[src/rtl/usrt_pkg.sv]
// Shared encodings for the USRT receiver: parity modes, FSM states,
// frame width and the parity reduction used by rxparity.
package usrt_pkg;

  localparam int FRAME_W = 11;

  localparam logic [1:0] PAR_NONE = 2'b00;
  localparam logic [1:0] PAR_EVEN = 2'b01;
  localparam logic [1:0] PAR_ODD  = 2'b10;
  localparam logic [1:0] PAR_RSVD = 2'b11;

  // Data bits plus parity bit; start and stop bits do not take part in parity.
  localparam logic [FRAME_W-1:0] PAR_MASK = 11'b011_1111_1110;

  typedef enum logic [2:0] {
    ST_IDLE   = 3'd0,
    ST_DATA   = 3'd1,
    ST_PARITY = 3'd2,
    ST_STOP   = 3'd3,
    ST_CHECK  = 3'd4
  } rx_state_e;

  function automatic logic parity_enabled(input logic [1:0] mode);
    return (mode == PAR_EVEN) || (mode == PAR_ODD);
  endfunction

  function automatic logic frame_parity(input logic [FRAME_W-1:0] frame);
    return ^(frame & PAR_MASK);
  endfunction

endpackage

[src/rtl/rxparity.sv]
// Registered parity checker for one assembled receive frame.
// o_ParityOK reflects the frame presented on the previous clock.
module rxparity
  import usrt_pkg::*;
(
  input  logic               i_Pclk,
  input  logic               i_Rst_n,
  input  logic [FRAME_W-1:0] i_Frame,
  input  logic               i_Odd,
  output logic               o_ParityOK
);

  logic ok_r;

  // Even mode: data+parity ones count must be even; odd mode: odd.
  always_ff @(posedge i_Pclk or negedge i_Rst_n) begin
    if (!i_Rst_n) begin
      ok_r <= 1'b0;
    end else begin
      ok_r <= (frame_parity(i_Frame) == i_Odd);
    end
  end

  assign o_ParityOK = ok_r;

endmodule

[src/rtl/usrt_rx_ctrl.sv]
// Synchronous serial receiver: start/8 data/optional parity/stop framing,
// one-byte holding register with valid/ready handshake and overrun flag.
// Optional break indication enabled by macro USRT_RX_BREAK_DETECT_EN.
module usrt_rx_ctrl
  import usrt_pkg::*;
#(
  parameter int P_DATA_BITS = 8
)
(
  input  logic       i_Pclk,
  input  logic       i_Rst_n,
  input  logic       i_En,
  input  logic       i_Rx,
  input  logic [1:0] i_Parity,
  input  logic       i_Ready,
  output logic [7:0] o_Data,
  output logic       o_Valid,
  output logic       o_ParityErr,
  output logic       o_FrameErr,
  output logic       o_Overrun,
`ifdef USRT_RX_BREAK_DETECT_EN
  output logic       o_Break,
`endif
  output logic       o_Busy
);

  localparam logic [2:0] LAST_BIT = 3'(P_DATA_BITS - 1);

  rx_state_e          state_r, state_n;
  logic [2:0]         bit_cnt_r;
  logic [7:0]         shift_r;
  logic               par_bit_r;
  logic               stop_r;
  logic [1:0]         mode_r;
  logic [7:0]         data_r;
  logic               valid_r;
  logic               perr_r;
  logic               ferr_r;
  logic               ovr_r;
  logic               busy_r;

  logic               start_s;
  logic               deliver_s;
  logic               par_ok_s;
  logic               perr_s;
  logic               ferr_s;
  logic               odd_s;
  logic [FRAME_W-1:0] frame_s;

  // CHECK doubles as an idle slot so a start bit there chains frames.
  assign start_s   = i_En && !i_Rx && ((state_r == ST_IDLE) || (state_r == ST_CHECK));
  assign deliver_s = (state_r == ST_CHECK);
  assign frame_s   = {stop_r, par_bit_r, shift_r, 1'b0};
  assign odd_s     = (mode_r == PAR_ODD);
  assign perr_s    = parity_enabled(mode_r) ? !par_ok_s : 1'b0;
  assign ferr_s    = !stop_r;

  rxparity u_rxparity (
    .i_Pclk     (i_Pclk),
    .i_Rst_n    (i_Rst_n),
    .i_Frame    (frame_s),
    .i_Odd      (odd_s),
    .o_ParityOK (par_ok_s)
  );

  // FSM state register.
  always_ff @(posedge i_Pclk or negedge i_Rst_n) begin
    if (!i_Rst_n) begin
      state_r <= ST_IDLE;
      busy_r  <= 1'b0;
    end else begin
      state_r <= state_n;
      busy_r  <= (state_n != ST_IDLE);
    end
  end

  // FSM next-state logic.
  always_comb begin
    state_n = state_r;
    if (!i_En) begin
      state_n = ST_IDLE;
    end else begin
      case (state_r)
        ST_IDLE: begin
          if (!i_Rx) begin
            state_n = ST_DATA;
          end else begin
            state_n = ST_IDLE;
          end
        end
        ST_DATA: begin
          if (bit_cnt_r == LAST_BIT) begin
            state_n = parity_enabled(mode_r) ? ST_PARITY : ST_STOP;
          end else begin
            state_n = ST_DATA;
          end
        end
        ST_PARITY: state_n = ST_STOP;
        ST_STOP:   state_n = ST_CHECK;
        ST_CHECK: begin
          if (!i_Rx) begin
            state_n = ST_DATA;
          end else begin
            state_n = ST_IDLE;
          end
        end
        default:   state_n = ST_IDLE;
      endcase
    end
  end

  // Frame capture: latch mode at start, shift data LSB-first, grab parity/stop.
  always_ff @(posedge i_Pclk or negedge i_Rst_n) begin
    if (!i_Rst_n) begin
      bit_cnt_r <= 3'd0;
      shift_r   <= 8'h00;
      par_bit_r <= 1'b0;
      stop_r    <= 1'b0;
      mode_r    <= PAR_NONE;
    end else if (!i_En) begin
      bit_cnt_r <= 3'd0;
    end else if (start_s) begin
      mode_r    <= i_Parity;
      bit_cnt_r <= 3'd0;
      par_bit_r <= 1'b0;
    end else if (state_r == ST_DATA) begin
      shift_r   <= {i_Rx, shift_r[7:1]};
      bit_cnt_r <= bit_cnt_r + 3'd1;
    end else if (state_r == ST_PARITY) begin
      par_bit_r <= i_Rx;
    end else if (state_r == ST_STOP) begin
      stop_r    <= i_Rx;
    end else begin
      bit_cnt_r <= bit_cnt_r;
    end
  end

  // Holding register: a full register drops the new byte and flags overrun.
  always_ff @(posedge i_Pclk or negedge i_Rst_n) begin
    if (!i_Rst_n) begin
      data_r  <= 8'h00;
      valid_r <= 1'b0;
      perr_r  <= 1'b0;
      ferr_r  <= 1'b0;
      ovr_r   <= 1'b0;
    end else if (deliver_s && valid_r && !i_Ready) begin
      ovr_r   <= 1'b1;
    end else if (deliver_s) begin
      data_r  <= shift_r;
      valid_r <= 1'b1;
      perr_r  <= perr_s;
      ferr_r  <= ferr_s;
      if (valid_r && i_Ready) begin
        ovr_r <= 1'b0;
      end
    end else if (valid_r && i_Ready) begin
      valid_r <= 1'b0;
      ovr_r   <= 1'b0;
    end else begin
      valid_r <= valid_r;
    end
  end

`ifdef USRT_RX_BREAK_DETECT_EN
  logic break_r;

  // Break: all-zero data with a zero stop bit, pulsed alongside delivery.
  always_ff @(posedge i_Pclk or negedge i_Rst_n) begin
    if (!i_Rst_n) begin
      break_r <= 1'b0;
    end else begin
      break_r <= deliver_s && (shift_r == 8'h00) && !stop_r;
    end
  end

  assign o_Break = break_r;
`endif

  assign o_Data      = data_r;
  assign o_Valid     = valid_r;
  assign o_ParityErr = perr_r;
  assign o_FrameErr  = ferr_r;
  assign o_Overrun   = ovr_r;
  assign o_Busy      = busy_r;

endmodule
[config.mk]
export PLATFORM = sky130hd
export DESIGN_NAME = usrt_rx_ctrl
export DESIGN_NICKNAME = d
export VERILOG_FILES = /design/src/rtl/usrt_pkg.sv /design/src/rtl/rxparity.sv /design/src/rtl/usrt_rx_ctrl.sv
export SDC_FILE = /design/constraint.sdc
export NUM_CORES = 1
export LEC_CHECK = 0
export ABC_AREA = 1
export CAP_MARGIN = 20
export CORE_MARGIN = 3
export CORE_UTILIZATION = 49
export DETAILED_ROUTE_END_ITERATION = 10
export PLACE_DENSITY = 0.75
export SLEW_MARGIN = 20
export SYNTH_ARGS = -nofsm -noshare
export SYNTH_HDL_FRONTEND = slang
export SYNTH_HIERARCHICAL = 1
export SYNTH_SLANG_ARGS = --single-unit
[constraint.sdc]
create_clock -name i_Pclk -period 1.1 [get_ports i_Pclk]
set_input_delay 0.22 -clock i_Pclk [delete_from_list [all_inputs] [get_ports i_Pclk]]
set_output_delay 0.22 -clock i_Pclk [all_outputs]
set_load 0.05 [all_outputs]
After elaboration in Yosys (flattened, before gate mapping)
Index checks and enable logic that the tools add are counted.
- add/sub/neg operators: 1
- eq/ne operators: 10
- multiplexer cells: 15
- bitwise gates (word level): 4
- reduce and logical (&&, ||, !) cells: 24
- operators with widths (operator ; count):
    $mux W3 ; 4
    $pmux W3 S4 ; 1
    $reduce_xor A11 Y1 ; 1
    $mux W1 ; 9
    $eq A3 B2 Y1 const B ; 2
    $eq A3 B3 Y1 const B ; 2
    $reduce_and A2 Y1 ; 3
    $reduce_and A3 Y1 ; 2
    $reduce_bool A2 Y1 ; 3
    $logic_and A1 B1 Y1 ; 5
    $reduce_and A5 Y1 ; 1
    $logic_not A1 Y1 ; 4
    $not A1 Y1 ; 4
    $add A3 B1 Y3 const B ; 1
    $eq A3 B1 Y1 const B ; 1
    $logic_not A3 Y1 ; 1
    $ne A3 B1 Y1 const B ; 1
    $reduce_bool A3 Y1 ; 1
    $eq A2 B1 Y1 const B ; 1
    $eq A2 B2 Y1 const B ; 1
    $logic_or A1 B1 Y1 ; 2
    $mux W2 ; 1
    $ne A2 B2 Y1 const B ; 1
    $reduce_or A2 Y1 ; 1
    $eq A1 B1 Y1 ; 1
- flip-flop bits (word level): 32
- bits of input ports: 7
- output and inout bits: 13
- logic and storage cells: 67

Depth between registers and ports, before layout
Gate-level depths: netlist of run 1.
- depth in word-level cells: 7
- mapped depth: 9
- mapped depth without buffers: 9

Modules after synthesis
Netlist of run 1, hierarchy kept.
- modules (own cells, without submodules) (module ; instances ; cells an instance ; area each (um2) ; sequential area each (um2)):
    usrt_rx_ctrl ; 1 ; 140 ; 1383.8 ; 775.7
    rxparity ; 1 ; 33 ; 177.7 ; 25.0

Worst setup path after synthesis of run 1
No wires, ideal clock.
- path kind: reg-to-reg
- start point: reg valid_r, in the netlist o_Valid
- end point: reg data_r[0], in the netlist o_Data[0]
- setup time: 65 ps
- data arrival time: 1257 ps
- required time: 1035 ps
- path slack: -222 ps
- cell stages (with the launch flop): 6
- path buffers: 1
- clock period less this slack: 1322 ps
- path through: dfrtp_1 > nand2_1 > nand2_4 > buf_6 > nand2_1 > nand2_1
- cells in the longest elaborated chain, start to end: 4
- ends and longest elaborated chain (what ; line ; RTL):
    start: declaration ; usrt_rx_ctrl.sv:36 ; logic valid_r;
    start signal: assignment ; usrt_rx_ctrl.sv:160 ; valid_r <= valid_r;
    $logic_and A1 B1 Y1 (2 in a row) ; usrt_rx_ctrl.sv:146 ; end else if (deliver_s && valid_r && !i_Ready) begin
    $not A1 Y1 (no source line) ; -- ;
    $reduce_and A2 Y1 (no source line) ; -- ;
    end signal: assignment ; usrt_rx_ctrl.sv:149 ; data_r <= shift_r;
    end: declaration ; usrt_rx_ctrl.sv:35 ; logic [7:0] data_r;
Every way passes these cells.
A chain may end at the register's enable or synchronous reset.

Final worst setup path of run 1
- start point: reg bit_cnt_r[1]
- end point: reg busy_r, in the netlist o_Busy
- cells in the longest elaborated chain, start to end: 5
- ends and longest elaborated chain (what ; line ; RTL):
    start: declaration ; usrt_rx_ctrl.sv:30 ; logic [2:0] bit_cnt_r;
    start signal: assignment ; usrt_rx_ctrl.sv:128 ; bit_cnt_r <= bit_cnt_r + 3'd1;
    start signal: assignment ; usrt_rx_ctrl.sv:134 ; bit_cnt_r <= bit_cnt_r;
    $eq A3 B3 Y1 ; usrt_rx_ctrl.sv:92 ; if (bit_cnt_r == LAST_BIT) begin
    $mux W2 ; usrt_rx_ctrl.sv:92 ;
    $pmux W3 S4 ; usrt_rx_ctrl.sv:83 ; case (state_r)
    $mux W3 ; usrt_rx_ctrl.sv:80 ; if (!i_En) begin
    $reduce_bool A3 Y1 ; usrt_rx_ctrl.sv:73 ; busy_r <= (state_n != ST_IDLE);
    end signal: assignment ; usrt_rx_ctrl.sv:73 ;
    end: declaration ; usrt_rx_ctrl.sv:40 ; logic busy_r;
Every way passes these cells.

==> flow_summary.yaml, run 1 <==
power_and_ir_drop:
  p_leak_nw: 1.17
  vdd_drop_max_uv: 1330
  comb_power_share: 0.294
  switching_share: 0.345
  p_sw_w: 0.00115
  internal_power_w: 0.00218
  clkPwrFrac: 0.273
  p_per_area_nw_per_um2: 1370
  p_seq_frac: 0.434
placed_design:
  dpl_cell_area_um2: 2040
  portBuffers: 19
  gp_congestion: 0.878
  dp.cells: 244
  post-place-ws_ps: -272
  hpwl_um: 2330
timing:
  tightest_slew_ps: 221
  fin_skew_ps: 13.6
  rsz0062_at_grt: "yes"
  maxSlewHeadroom: 0.852
  hold_violations: 0
  min_period_over_period: 1.16
  clock.fmax_mhz: 782
  drv_slew: 0
  report.final.setup_viol: 44
  setup_ws_ps: -178
  whs_ps: 218
  fin_crit_ps: 1280
logic_synthesis:
  avgSynthCellArea_um2: 9.06
  syn-instance-count: 172
  ys_warn_count: 6
  synth_fp_nets: 182
  syn_area_um2: 1560
flow_run:
  drv_cap: 0
cts:
  cts_max_level: 2
  clk_pin_slew_ps: 110
  tritoncts: "done"
  hold_buffers: 0
  clockBufferDepth: 2
  cts_sinks: 32
  cts_root_buffer: "clkbuf_4"
  cts_made_buffers: 5
  worstSkewPairLatency_ps: 350
layout:
  diodes: 0
  area_growth_pct: 56.7
  nets: 234
  fin_area_um2: 2440
  ff_latch_area_um2: 802
  final_cells: 267
  multiInputGateArea_um2: 800
  finish.utilization: 0.842
  fillers: 160
  drive_gt1_frac: 0.484
global_routing:
  grt_overflow: 0
  grt_pass1_vias: 1365
  grt_use_total: 0.210
  grt_max_degree: 33
  antenna_found_initial: 0
  grt_pass1_wl_um: 6310
setup_path:
  critPathCaptureType: "register"
  worstPathMaxFanout: 2
  startpoint_type: "register"
  r2r_slack_ps: -180
  r2r-start: "bit_cnt_r[1]$_DFFE_PN0P_"
  critPathRequiredTime_ps: 1380
  r2r_cells: 7
  arrival_ps: 1560
  crit_type: "register to register"
  rr_endpoint: "o_Busy$_DFF_PN0_"
detailed_routing:
  wl_um: 4290
  vias: 1386
  ant_nets: 0
  drc: 0
  wl_per_cell_um: 16.1
  dr.pass1.iters: 4
  viasPerCell: 5.19
  drt_iter0_drc: 68
floorplan:
  ios: 20
  die_h_um: 62.4
  start_util: 0.537
  die_area_um2: 3890
  core_um2: 2900
  die_w_um: 62.4
  rows: 19
run_status:
  violations: "negative setup slack"
  outcome: "complete, but fails checks"
hold_path:
  hold_path_class: "primary input to asynchronous set/reset pin"
==> worst max-delay path by stage <==
stage / from / end / slack (ps)
floorplan: state_r[1]$_DFF_PN0_ / o_Data[0]$_DFFE_PN0P_ / -20
global placement: i_Rx / shift_r[0]$_DFFE_PN0P_ / -200
detailed placement: i_Rx / bit_cnt_r[1]$_DFFE_PN0P_ / -270
CTS: state_r[0]$_DFF_PN0_ / shift_r[6]$_DFFE_PN0P_ / -110
global route: bit_cnt_r[1]$_DFFE_PN0P_ / o_Busy$_DFF_PN0_ / -250
finish: bit_cnt_r[1]$_DFFE_PN0P_ / o_Busy$_DFF_PN0_ / -180
==> routing by layer <==
layer,GRT usage,vias up,routed length [um]
li1,-,644,-
met1,0.243,676,1700
met2,0.362,53,2210
met3,0.0576,13,228
met4,0.0937,0,148
met5,0,-,0
==> worst max-delay path, stage by stage (launching register included) <==
cell and delay (ps):
dfrtp_1 420, ha_2 210, ha_4 170, nand2_2 50, nand4_1 80, nand2_1 120
nand2_2 100, nand3_2 70
==> area by class of cell <==
| class | count | area share |
|---|---|---|
| repair buffers | 45 | 0.234 |
| clock buffers | 5 | 0.0154 |
| multi-input cells | 108 | 0.328 |
| well taps | 42 | 0.0215 |
| inverters | 32 | 0.0554 |
| clock inverters | 3 | 0.0174 |
| flip-flops and latches | 32 | 0.329 |
==> timing repair <==
item | in CTS | in global routing
pin swaps | 9 | 12
setup buffers | 10 | 2
gates resized for setup | 22 | 28
gates cloned | 1 | 2
setup endpoints to repair | 43 | 45
==> state kept, by name (all words and copies together), names as in the netlist <==
name and count:
o_ParityErr 1, stop_r 1, bit_cnt_r 3, mode_r 2, state_r 3, o_Busy 1, o_Valid 1, shift_r 8
par_bit_r 1, o_Data 8, u_rxparity/o_ParityOK 1, o_FrameErr 1, o_Overrun 1
==> per-stage QoR <==
stage	setup TNS (ps)	total power, W
final	-3740	0.00333
after global routing	-5880	0.00353
after CTS	-2790	0.00326
after detailed placement	-6150	0.00227
after global placement	-4980	0.00221
after floorplan	-30.3	0.00201
==> power groups by stage <==
stage	registers [W]	clock network (W)	logic [W]
after global routing	0.00146	0.000997	0.00107
after detailed placement	0.00144	0	0.000828
final	0.00145	0.000909	0.000979
after global placement	0.00144	0	0.000771
after CTS	0.00143	0.000924	0.000902
after floorplan	0.00144	0	0.000576
==> layout by cell type (no fill, tap or decap), drive strengths merged, types with 2 or more instances in the layout <==
cell / count
o21ai: 23
clkinv: 2
clkdlybuf4s50: 6
dfrtp: 32
buf: 39
nor2: 2
inv: 31
nand3: 10
nand2: 60
ha: 3
nand4: 4
clkbuf: 5
Note: power is estimated with default switching activity, not from simulation.
==> inputs of run 2 (changes only) <==
- CTS_CLUSTER_DIAMETER: default -> 200
- HOLD_SLACK_MARGIN: default -> 0.1
==> results of run 2 <==
Same layout as run 1: the final DEF is identical, and so are final timing and power.
